### config.mk
export PLATFORM = sky130hd
export DESIGN_NAME = calc_n
export DESIGN_NICKNAME = d
export VERILOG_FILES = /design/src/rtl/calc_n.sv
export SDC_FILE = /design/constraint.sdc
export NUM_CORES = 1
export LEC_CHECK = 0
export BUFFER_PORTS_ARGS = -buffer_cell sky130_fd_sc_hd__buf_2
export CORE_AREA = 5 5 353 355
export DETAILED_ROUTE_END_ITERATION = 16
export DIE_AREA = 0 0 358 360
export MAX_ROUTING_LAYER = met4
export SLEW_MARGIN = 5
export SYNTH_ARGS = -nofsm -noshare
export SYNTH_HDL_FRONTEND = slang
export SYNTH_SLANG_ARGS = --single-unit
### constraint.sdc
create_clock -name clk -period 17.4 [get_ports clk]
set_input_delay 1.74 -clock clk [delete_from_list [all_inputs] [get_ports clk]]
set_output_delay 1.74 -clock clk [all_outputs]
set_load 0.005 [all_outputs]
### src/rtl/calc_n.sv
// N-port two-operand calculator: per-port capture FSM and request FIFO feeding one shared,
// round-robin arbitrated ALU. Define CALC_SHIFT_EN to build the shifter for cmd 5/6.
module calc_n #(
    parameter int NUM_PORTS  = 4,
    parameter int DATA_WIDTH = 32,
    parameter int CMD_WIDTH  = 4,
    parameter int RESP_WIDTH = 2,
    parameter int FIFO_DEPTH = 4
) (
    input  logic                             clk,
    input  logic                             rst,
    input  logic [NUM_PORTS*CMD_WIDTH-1:0]   req_cmd_in,
    input  logic [NUM_PORTS*DATA_WIDTH-1:0]  req_data_in,
    output logic [NUM_PORTS-1:0]             req_ready,
    output logic [NUM_PORTS*DATA_WIDTH-1:0]  out_data,
    output logic [NUM_PORTS*RESP_WIDTH-1:0]  out_resp
);
    localparam int PTR_W   = $clog2(FIFO_DEPTH);
    localparam int CNT_W   = PTR_W + 1;
    localparam int PORT_W  = (NUM_PORTS > 1) ? $clog2(NUM_PORTS) : 1;
    localparam int ENTRY_W = CMD_WIDTH + 2 * DATA_WIDTH;
    localparam logic [RESP_WIDTH-1:0] RESP_OK  = RESP_WIDTH'(1);
    localparam logic [RESP_WIDTH-1:0] RESP_ERR = RESP_WIDTH'(2);

    typedef enum logic {S_IDLE = 1'b0, S_OP2 = 1'b1} state_t;

    logic                  run_reg;
    logic [NUM_PORTS-1:0]  nonempty;
    logic [NUM_PORTS-1:0]  grant;
    logic [ENTRY_W-1:0]    head_entry [NUM_PORTS];
    logic                  grant_valid;
    logic [PORT_W-1:0]     grant_idx;
    logic [PORT_W-1:0]     arb_ptr_reg, arb_ptr_next;
    logic                  res_valid_reg;
    logic [PORT_W-1:0]     res_port_reg;
    logic [DATA_WIDTH-1:0] res_data_reg, alu_data;
    logic [RESP_WIDTH-1:0] res_resp_reg, alu_resp;

    // Held low through reset so req_ready only rises on the first edge after release.
    always_ff @(posedge clk or posedge rst) begin
        if (rst) run_reg <= 1'b0;
        else     run_reg <= 1'b1;
    end

    generate
        for (genvar gi = 0; gi < NUM_PORTS; gi++) begin : g_port
            state_t                state_reg, state_next;
            logic [CMD_WIDTH-1:0]  cmd_in, cmd_reg;
            logic [DATA_WIDTH-1:0] data_in, op1_reg;
            logic [ENTRY_W-1:0]    mem [FIFO_DEPTH];
            logic [PTR_W-1:0]      wr_ptr_reg, rd_ptr_reg;
            logic [CNT_W-1:0]      count_reg;
            logic                  ready, accept, push, pop;

            assign cmd_in  = req_cmd_in[gi*CMD_WIDTH +: CMD_WIDTH];
            assign data_in = req_data_in[gi*DATA_WIDTH +: DATA_WIDTH];
            assign pop     = grant[gi];

            always_ff @(posedge clk or posedge rst) begin
                if (rst) state_reg <= S_IDLE;
                else     state_reg <= state_next;
            end

            always_comb begin
                state_next = state_reg;
                case (state_reg)
                    S_IDLE:  if (accept) state_next = S_OP2;
                    default: state_next = S_IDLE;
                endcase
            end

            // Occupancy only falls while in OP2, so the push that ends OP2 always has room.
            always_comb begin
                ready  = run_reg && (state_reg == S_IDLE) && (count_reg < CNT_W'(FIFO_DEPTH));
                accept = ready && (cmd_in != '0);
                push   = (state_reg == S_OP2);
            end

            always_ff @(posedge clk or posedge rst) begin
                if (rst) begin
                    cmd_reg <= '0;
                    op1_reg <= '0;
                end else if (accept) begin
                    cmd_reg <= cmd_in;
                    op1_reg <= data_in;
                end
            end

            always_ff @(posedge clk) begin
                if (push) mem[wr_ptr_reg] <= {cmd_reg, op1_reg, data_in};
            end

            always_ff @(posedge clk or posedge rst) begin
                if (rst) begin
                    wr_ptr_reg <= '0;
                    rd_ptr_reg <= '0;
                    count_reg  <= '0;
                end else begin
                    if (push) wr_ptr_reg <= wr_ptr_reg + PTR_W'(1);
                    if (pop)  rd_ptr_reg <= rd_ptr_reg + PTR_W'(1);
                    if (push && !pop)      count_reg <= count_reg + CNT_W'(1);
                    else if (pop && !push) count_reg <= count_reg - CNT_W'(1);
                end
            end

            assign req_ready[gi]  = ready;
            assign nonempty[gi]   = (count_reg != '0);
            assign head_entry[gi] = mem[rd_ptr_reg];
            assign out_resp[gi*RESP_WIDTH +: RESP_WIDTH] =
                (res_valid_reg && res_port_reg == PORT_W'(gi)) ? res_resp_reg : '0;
            assign out_data[gi*DATA_WIDTH +: DATA_WIDTH] =
                (res_valid_reg && res_port_reg == PORT_W'(gi)) ? res_data_reg : '0;
        end
    endgenerate

    // Round-robin: scan from arb_ptr_reg, which always points one past the last grant.
    always_comb begin
        int k;
        k            = 0;
        grant_valid  = 1'b0;
        grant_idx    = '0;
        grant        = '0;
        arb_ptr_next = arb_ptr_reg;
        for (int i = 0; i < NUM_PORTS; i++) begin
            k = int'(arb_ptr_reg) + i;
            if (k >= NUM_PORTS) k = k - NUM_PORTS;
            if (!grant_valid && nonempty[k]) begin
                grant_valid = 1'b1;
                grant_idx   = PORT_W'(k);
            end
        end
        if (grant_valid) begin
            grant[grant_idx] = 1'b1;
            arb_ptr_next = (int'(grant_idx) == NUM_PORTS - 1) ? '0 : grant_idx + PORT_W'(1);
        end
    end

    logic [CMD_WIDTH-1:0]  alu_cmd;
    logic [DATA_WIDTH-1:0] alu_a, alu_b;
    logic [DATA_WIDTH:0]   alu_sum;

    assign {alu_cmd, alu_a, alu_b} = head_entry[grant_idx];
    assign alu_sum = {1'b0, alu_a} + {1'b0, alu_b};

`ifdef CALC_SHIFT_EN
    localparam int SH_W = $clog2(DATA_WIDTH);
`endif

    // Overflow, underflow and unknown commands all collapse to an error with zero data.
    always_comb begin
        alu_resp = RESP_ERR;
        alu_data = '0;
        case (alu_cmd)
            CMD_WIDTH'(1): if (!alu_sum[DATA_WIDTH]) begin
                alu_resp = RESP_OK;
                alu_data = alu_sum[DATA_WIDTH-1:0];
            end
            CMD_WIDTH'(2): if (alu_b <= alu_a) begin
                alu_resp = RESP_OK;
                alu_data = alu_a - alu_b;
            end
`ifdef CALC_SHIFT_EN
            CMD_WIDTH'(5): begin
                alu_resp = RESP_OK;
                alu_data = alu_a << alu_b[SH_W-1:0];
            end
            CMD_WIDTH'(6): begin
                alu_resp = RESP_OK;
                alu_data = alu_a >> alu_b[SH_W-1:0];
            end
`endif
            default: ;
        endcase
    end

    always_ff @(posedge clk or posedge rst) begin
        if (rst) begin
            res_valid_reg <= 1'b0;
            res_port_reg  <= '0;
            res_data_reg  <= '0;
            res_resp_reg  <= '0;
            arb_ptr_reg   <= '0;
        end else begin
            res_valid_reg <= grant_valid;
            res_port_reg  <= grant_idx;
            res_data_reg  <= alu_data;
            res_resp_reg  <= alu_resp;
            arb_ptr_reg   <= arb_ptr_next;
        end
    end
endmodule

==> flow_summary.yaml, run 1 <==
logic_synthesis:
  synthesis.area_sq_um: 53900
  synth.most_common_cell: "sky130_fd_sc_hd__edfxtp_1"
  synth_top_family_by_area: "multiplexers"
  synth.mux.area_fraction: 0.140
  per_instance_average_area_after_synthesis_sq_um: 17.3
  synth_xor_xnor_area_share: 0.00390
  synth.top_cells.by_area: "sky130_fd_sc_hd__edfxtp_1 (61%), sky130_fd_sc_hd__mux4_2 (11%), sky130_fd_sc_hd__dfrtp_1 (10%)"
  synth_compound_gate_area_share: 0.0419
  synth_largest_area_cell: "sky130_fd_sc_hd__edfxtp_1"
  yosys.area_share.simple: 0.0656
  synth.net_count: 3365
  netlist.area_leader.share: 0.606
  ys_seq_area_frac: 0.706
  ys_ff_latch: 1304
  netlist-cell-type-count: 84
  asyncSetResetFlopFracSynth: 0.166
  synth_top_cells_by_count: "sky130_fd_sc_hd__edfxtp_1 (1088), sky130_fd_sc_hd__nand2_1 (303), sky130_fd_sc_hd__mux4_2 (264), sky130_fd_sc_hd__dfrtp_1 (216), sky130_fd_sc_hd__and2_1 (183)"
  leading_register_cell_type_out_of_synthesis: "sky130_fd_sc_hd__edfxtp_1"
  synth.yosys.warnings: 0
  postSynthCellCount: 3125
  post_synth_fa_ha_maj_area_fraction: 0.0226
  edff_count_synth: 1088
global_route:
  grt_util_all_layers: 0.232
  first_global_vias: 29100
  antenna_found_initial: 28
  grt_pass1_wl_microns: 210000
  grt_start_max_net_pins: 80
  globalRouteOverflowTotal: 0
cells_and_area:
  multi_input_comb_area_sq_um: 14800
  area_growth_from_synthesis_to_layout_pct: 13.9
  final_area_sq_um: 61400
  area.sequential_sq_um: 38100
  number_of_flip_flops_under_the_largest_register_name: 1088
  n_fill_cell: 10100
  final_nets: 3665
  post_route_cells_drive_above_1_share: 0.283
cts:
  cts-hold-fix-buffers: 0
  cts_max_path_buffers: 3
  cts_resized: 0
  clock_tree_from_tritoncts: "built"
  htree_num_levels: 4
  clock_sinks: 1304
  register_clock_pin_slew_on_the_reported_worst_setup_and_hold_paths_ns: 0.06
  buffer_type_at_the_clock_tree_root: "sky130_fd_sc_hd__clkbuf_16"
  numCtsBuffers: 136
  clock_latency_ns: 0.74
  postCtsSetupBuffers: 0
sta:
  fin_skew_ns: 0.0333
  worst_slew_pin_slew_ns: 1.24
  final.min_clock_period_ns: 7.15
  setup_tns_ns: 0
  final-hold-violation-count: 0
  drv_slew: 0
  max-slew-margin-rel: 0.172
  rsz0062_at_grt: "false"
  fmax_mhz: 140
  post-route-period-util: 0.411
  number_of_setup_violations_in_the_final_report: 0
floorplan:
  row_count: 128
  io-pin-count: 286
  floorplan.die.height_microns: 360
  die-area_sq_um: 129000
  core_sq_um: 121000
  fp.dieW_microns: 358
  initial_utilization: 0.445
critical_path:
  crit_fanout: 68
  path_common_cell: "sky130_fd_sc_hd__buf_4"
  crit_path_top_delay_cell: "sky130_fd_sc_hd__and4bb_1"
  cell_chain_critical_path: "nor3_1 > o21ai_0 > a2bb2oi_4 > buf_4 > inv_4 > buf_4 > nand2_1 > nand3_1 > and2_1 > ha_1 > or4_1 > nor4_1 > nand3_1 > a31oi_1 > nor4_1 > and4bb_1 > buf_4 > nand2_1 > o211a_1 > a21oi_1"
  critical_path.max_stage_delay_ns: 0.87
  worstSetupEndpointType: "register"
  crit_required_ns: 18.06
  cp_data_arrival_time_ns: 7.81
  startpoint_type: "register"
  worstSetupPathType: "register to register"
routing:
  via_per_inst: 5.67
  routed-via-count: 29300
  detailedRoute.firstIterationViolations: 3128
  detailedRoute.firstPassIterationCount: 6
  route.layer.met1.wl_microns: 59100
  wl_met3_microns: 10500
  drc_errors: 0
  drt-wirelength-per-cell_microns: 28.1
  antenna_violation_net_count_after_detailed_routing: 0
  routed_wirelength_microns: 145000
  topRoutingLayerUsed: "met4"
  wl_met2_microns: 70900
place:
  detailed_place.area_sq_um: 57100
  post-dp-hpwl_microns: 97300
  gp_congestion: 0.982
  portBuffers: 285
min_path:
  hold_class: "register to register"
job:
  cap_viol_max_count: 0
outcome:
  outcome: "finished clean"
## layout by cell type (no fill, tap or decap), drive strengths merged, types with 88 or more instances in the layout
cell type,Yosys,layout
dfrtp,216,216
mux2,143,143
inv,90,101
clkbuf,120,185
and2,183,183
mux4,264,264
ha,88,88
nand2,303,303
edfxtp,1088,1088
buf,50,332
## worst max-delay path: cells and delay by family (launching register included)
family,cells,cell delay (ns)
adders and majority gates,1,0.35
DFF,1,0.42
buffers and inverters,4,1.79
AOI/OAI and AO/OA,5,0.91
and+or+nand+nor,10,3.49
## stage by stage
step                worst slack (ns)  std cells  hold slack [ns]   util
global route                    9.84       5170            0.524  0.507
detailed placement             10.39       4912            0.498  0.472
floorplan                       9.75       3125            0.465      -
CTS                            10.37       5159            0.505  0.507
global placement               10.55       4912            0.491  0.472
finish                         10.25       5174            0.507  0.507
## final timing paths
kind,startpoint,endpoint,slack (ns),cells after the start
min,g_port[1].op1_reg[0]$_DFFE_PP0P_,g_port[1].mem[0][32]$_DFFE_PP_,0.51,0
min reg2reg,g_port[1].op1_reg[0]$_DFFE_PP0P_,g_port[1].mem[0][32]$_DFFE_PP_,0.51,0
max reg2reg,g_port[3].count_reg[0]$_DFFE_PP0P_,res_data_reg[4]$_DFF_PP0_,10.25,20
max,g_port[3].count_reg[0]$_DFFE_PP0P_,res_data_reg[4]$_DFF_PP0_,10.25,20
max in group asynchronous,rst,g_port[3].rd_ptr_reg[1]$_DFFE_PP0P_,14.17,4
min in group asynchronous,rst,g_port[1].op1_reg[31]$_DFFE_PP0P_,1.15,2
## layer usage
metal,vias to the layer above,track usage
met5,-,-
met4,0,0.0729
met3,229,0.0476
met2,1068,0.363
met1,15300,0.309
li1,12700,-
## cells by family after synthesis
| logic type | after synthesis |
|---|---|
| AOI/OAI and AO/OA | 310 |
| muxes | 407 |
| buffers and inverters | 261 |
| other | 1 |
| xor gates and xnor gates | 24 |
| DFF | 1304 |
| and+or+nand+nor | 724 |
| adders and majority gates | 94 |
## layout make-up
cell class              instances  share of cell area
diodes                         15            0.000611
clock buffers                 185              0.0612
clock inverters                62             0.00849
inverters                      91             0.00572
multi-input cells            1560               0.242
flip-flops and latches       1304               0.620
well taps                    1625              0.0331
repair buffers                332              0.0290
Power of run 1 is left out: the tool's default activity adds up to more than one toggle a clock period on the data nets, which glitch-free logic cannot reach.
==> run 2, diff against run 1 <==
--- a/config.mk
+++ b/config.mk
@@ -5,10 +5,11 @@
 export SDC_FILE = /design/constraint.sdc
 export NUM_CORES = 1
 export LEC_CHECK = 0
+export ABC_AREA = 1
 export BUFFER_PORTS_ARGS = -buffer_cell sky130_fd_sc_hd__buf_2
-export CORE_AREA = 5 5 353 355
+export CORE_AREA = 5 5 360 362
 export DETAILED_ROUTE_END_ITERATION = 16
-export DIE_AREA = 0 0 358 360
+export DIE_AREA = 0 0 365 367
 export MAX_ROUTING_LAYER = met4
 export SLEW_MARGIN = 5
 export SYNTH_ARGS = -nofsm -noshare
==> constraint.sdc (replaced) <==
create_clock -name clk -period 7.37 [get_ports clk]
set_input_delay 0.737 -clock clk [delete_from_list [all_inputs] [get_ports clk]]
set_output_delay 0.737 -clock clk [all_outputs]
set_load 0.005 [all_outputs]
==> run 2 against run 1 <==
Net effect: final cell count is 35% higher; critical path type unchanged; sequential cell count stayed put; worst hold slack worse by 0.32 ns.
==> flow_summary.yaml, run 2 <==
global_route:
  grt_pass1_wl_microns: 264000
  globalRouteOverflowTotal: 0
  grt_start_max_net_pins: 125
  grt_util_all_layers: 0.278
  antenna_found_initial: 17
  first_global_vias: 37300
place:
  portBuffers: 285
  gp_congestion: 1.06
  place_ws_ns: 1.10
  post-dp-hpwl_microns: 127000
floorplan:
  initial_utilization: 0.446
  die-area_sq_um: 134000
  fp.dieW_microns: 365
  row_count: 131
  io-pin-count: 286
  floorplan.die.height_microns: 367
  core_sq_um: 126000
logic_synthesis:
  asyncSetResetFlopFracSynth: 0.166
  synth.yosys.warnings: 0
  synth.net_count: 5227
  netlist.area_leader.share: 0.580
  leading_register_cell_type_out_of_synthesis: "sky130_fd_sc_hd__edfxtp_1"
  postSynthCellCount: 4987
  edff_count_synth: 1088
  synth_top_cells_by_count: "sky130_fd_sc_hd__nand2_1 (1166), sky130_fd_sc_hd__edfxtp_1 (1088), sky130_fd_sc_hd__nor2_1 (567), sky130_fd_sc_hd__o21ai_0 (335), sky130_fd_sc_hd__a21oi_1 (278)"
  synth_largest_area_cell: "sky130_fd_sc_hd__edfxtp_1"
  per_instance_average_area_after_synthesis_sq_um: 11.3
  netlist-cell-type-count: 51
  synth.most_common_cell: "sky130_fd_sc_hd__nand2_1"
  ys_seq_area_frac: 0.676
  ys_ff_latch: 1304
  synthesis.area_sq_um: 56300
  synth.top_cells.by_area: "sky130_fd_sc_hd__edfxtp_1 (58%), sky130_fd_sc_hd__dfrtp_1 (9.6%), sky130_fd_sc_hd__nand2_1 (7.8%)"
sta:
  fmax_mhz: 154
  worst_setup_slack_after_layout_ns: 0.876
  fin_skew_ns: 0.0443
  final-hold-violation-count: 0
  drv_slew: 0
  post-route-period-util: 0.881
  rsz0062_at_grt: "false"
  max-slew-margin-rel: 0.228
  hold-worst-slack_ns: 0.182
  final.min_clock_period_ns: 6.49
  number_of_setup_violations_in_the_final_report: 0
  setup_tns_ns: 0
  worst_slew_pin_slew_ns: 1.16
cts:
  cts_resized: 0
  cts_max_path_buffers: 3
  numCtsBuffers: 138
  register_clock_pin_slew_on_the_reported_worst_setup_and_hold_paths_ns: 0.06
  postCtsSetupBuffers: 0
  clock_sinks: 1304
  clock_latency_ns: 0.81
  htree_num_levels: 4
  buffer_type_at_the_clock_tree_root: "sky130_fd_sc_hd__clkbuf_16"
  cts-hold-fix-buffers: 1
  clock_tree_from_tritoncts: "built"
routing:
  detailedRoute.firstPassIterationCount: 6
  drc_errors: 0
  via_per_inst: 5.67
  routed_wirelength_microns: 184000
  routed-via-count: 39600
  antenna_violation_net_count_after_detailed_routing: 0
  detailedRoute.firstIterationViolations: 4204
  drt-wirelength-per-cell_microns: 26.3
critical_path:
  timing.reg2reg.worst_path_depth: 25
  path_common_cell: "sky130_fd_sc_hd__a21oi_1"
  startpoint_type: "register"
  cp_data_arrival_time_ns: 7.13
  reg2reg_slack_ns: 0.88
  crit_path_top_delay_cell: "sky130_fd_sc_hd__ha_1"
  worstSetupPathType: "register to register"
  crit_fanout: 79
  worst_r2r_startpoint: "arb_ptr_reg[0]$_DFFE_PP0P_"
  worstReg2RegEnd: "res_data_reg[21]$_DFF_PP0_"
  worstSetupEndpointType: "register"
  critical_path.max_stage_delay_ns: 0.64
  crit_required_ns: 8.01
cells_and_area:
  layout.cells.most_common_list: "sky130_fd_sc_hd__nand2_1 (1166), sky130_fd_sc_hd__edfxtp_1 (1088), sky130_fd_sc_hd__nor2_1 (567)"
  final_nets: 5437
  post_route_cells_drive_above_1_share: 0.123
  n_fill_cell: 11100
  mostFrequentLayoutCell: "sky130_fd_sc_hd__nand2_1"
  multi_input_comb_area_sq_um: 15900
  area_growth_from_synthesis_to_layout_pct: 13.8
  number_of_flip_flops_under_the_largest_register_name: 1088
  area.sequential_sq_um: 38100
outcome:
  outcome: "finished clean"
min_path:
  hold_class: "input port to register"
  hold-path-endpoint: "g_port[0].mem[1][30]$_DFFE_PP_"
  hold_path_stages: 1
  worstHoldStart: "req_data_in[30]"
job:
  cap_viol_max_count: 0
[run 2: changes by cell type after synthesis, sizes merged, moves of 152 or more]
| cell | delta |
|---|---|
| o21ai | +328 |
| nor2 | +505 |
| nand2 | +872 |
| a21oi | +201 |
| a32o | +152 |
| inv | +177 |
| mux4 | -264 |
| and2 | -183 |
[run 2: critical path, delay by kind of cell (launching register included)]
| kind | cells | cell delay, ns |
|---|---|---|
| adder cells (fa/ha/maj) | 1 | 0.64 |
| buffers and inverters | 5 | 1.23 |
| AO/OA/AOI/OAI | 9 | 1.94 |
| AND/OR/NAND/NOR | 10 | 1.92 |
| flip-flops | 1 | 0.50 |
[run 2: cell type report]
class	count	share of cell area
inverter	271	0.0162
tap	1662	0.0324
clock inverter	65	0.0137
clock buffer	191	0.0604
timing repair buffer	370	0.0338
multi-input combinational	3112	0.249
antenna	14	0.000546
sequential	1304	0.594
[run 2: per-layer routing]
metal | wire (microns) | track usage
met5 | 0 | -
met2 | 84600 | 0.419
met3 | 12800 | 0.0481
met1 | 77400 | 0.375
met4 | 8770 | 0.117
[run 2: worst max-delay path by stage]
stage,to,startpoint,cells after the start,slack [ns]
2_1_floorplan,arb_ptr_reg[0]$_DFFE_PP0P_,rst,1,0.73
3_3_place_gp,res_data_reg[29]$_DFF_PP0_,arb_ptr_reg[0]$_DFFE_PP0P_,25,1.10
3_5_place_dp,res_data_reg[21]$_DFF_PP0_,arb_ptr_reg[0]$_DFFE_PP0P_,29,1.10
4_1_cts,res_data_reg[21]$_DFF_PP0_,arb_ptr_reg[0]$_DFFE_PP0P_,29,1.08
5_1_grt,res_data_reg[21]$_DFF_PP0_,arb_ptr_reg[0]$_DFFE_PP0P_,28,0.54
6_report,res_data_reg[21]$_DFF_PP0_,arb_ptr_reg[0]$_DFFE_PP0P_,25,0.88
[run 2: through the flow]
stage | cell area [sq um] | utilization | std cells
after CTS | 64100 | 0.507 | 6975
after floorplan | 56300 | - | 4987
after global placement | 59300 | 0.469 | 6718
after global routing | 64100 | 0.507 | 6983
final | 64100 | 0.507 | 6989
after detailed placement | 59300 | 0.469 | 6718
[run 2: logic make-up (layout without fill, tap and decap cells)]
family,after synthesis,in the layout,synth area share
and+or+nand+nor,1943,1943,0.137
DFF,1304,1304,0.676
AOI/OAI and AO/OA,1014,1014,0.115
buffers and inverters,571,897,0.0411
adders and majority gates,94,94,0.0217
xor gates and xnor gates,58,58,0.00902
muxes,2,2,0.000400
other,1,15,0.0000666
Power of run 2 is left out for the same reason.
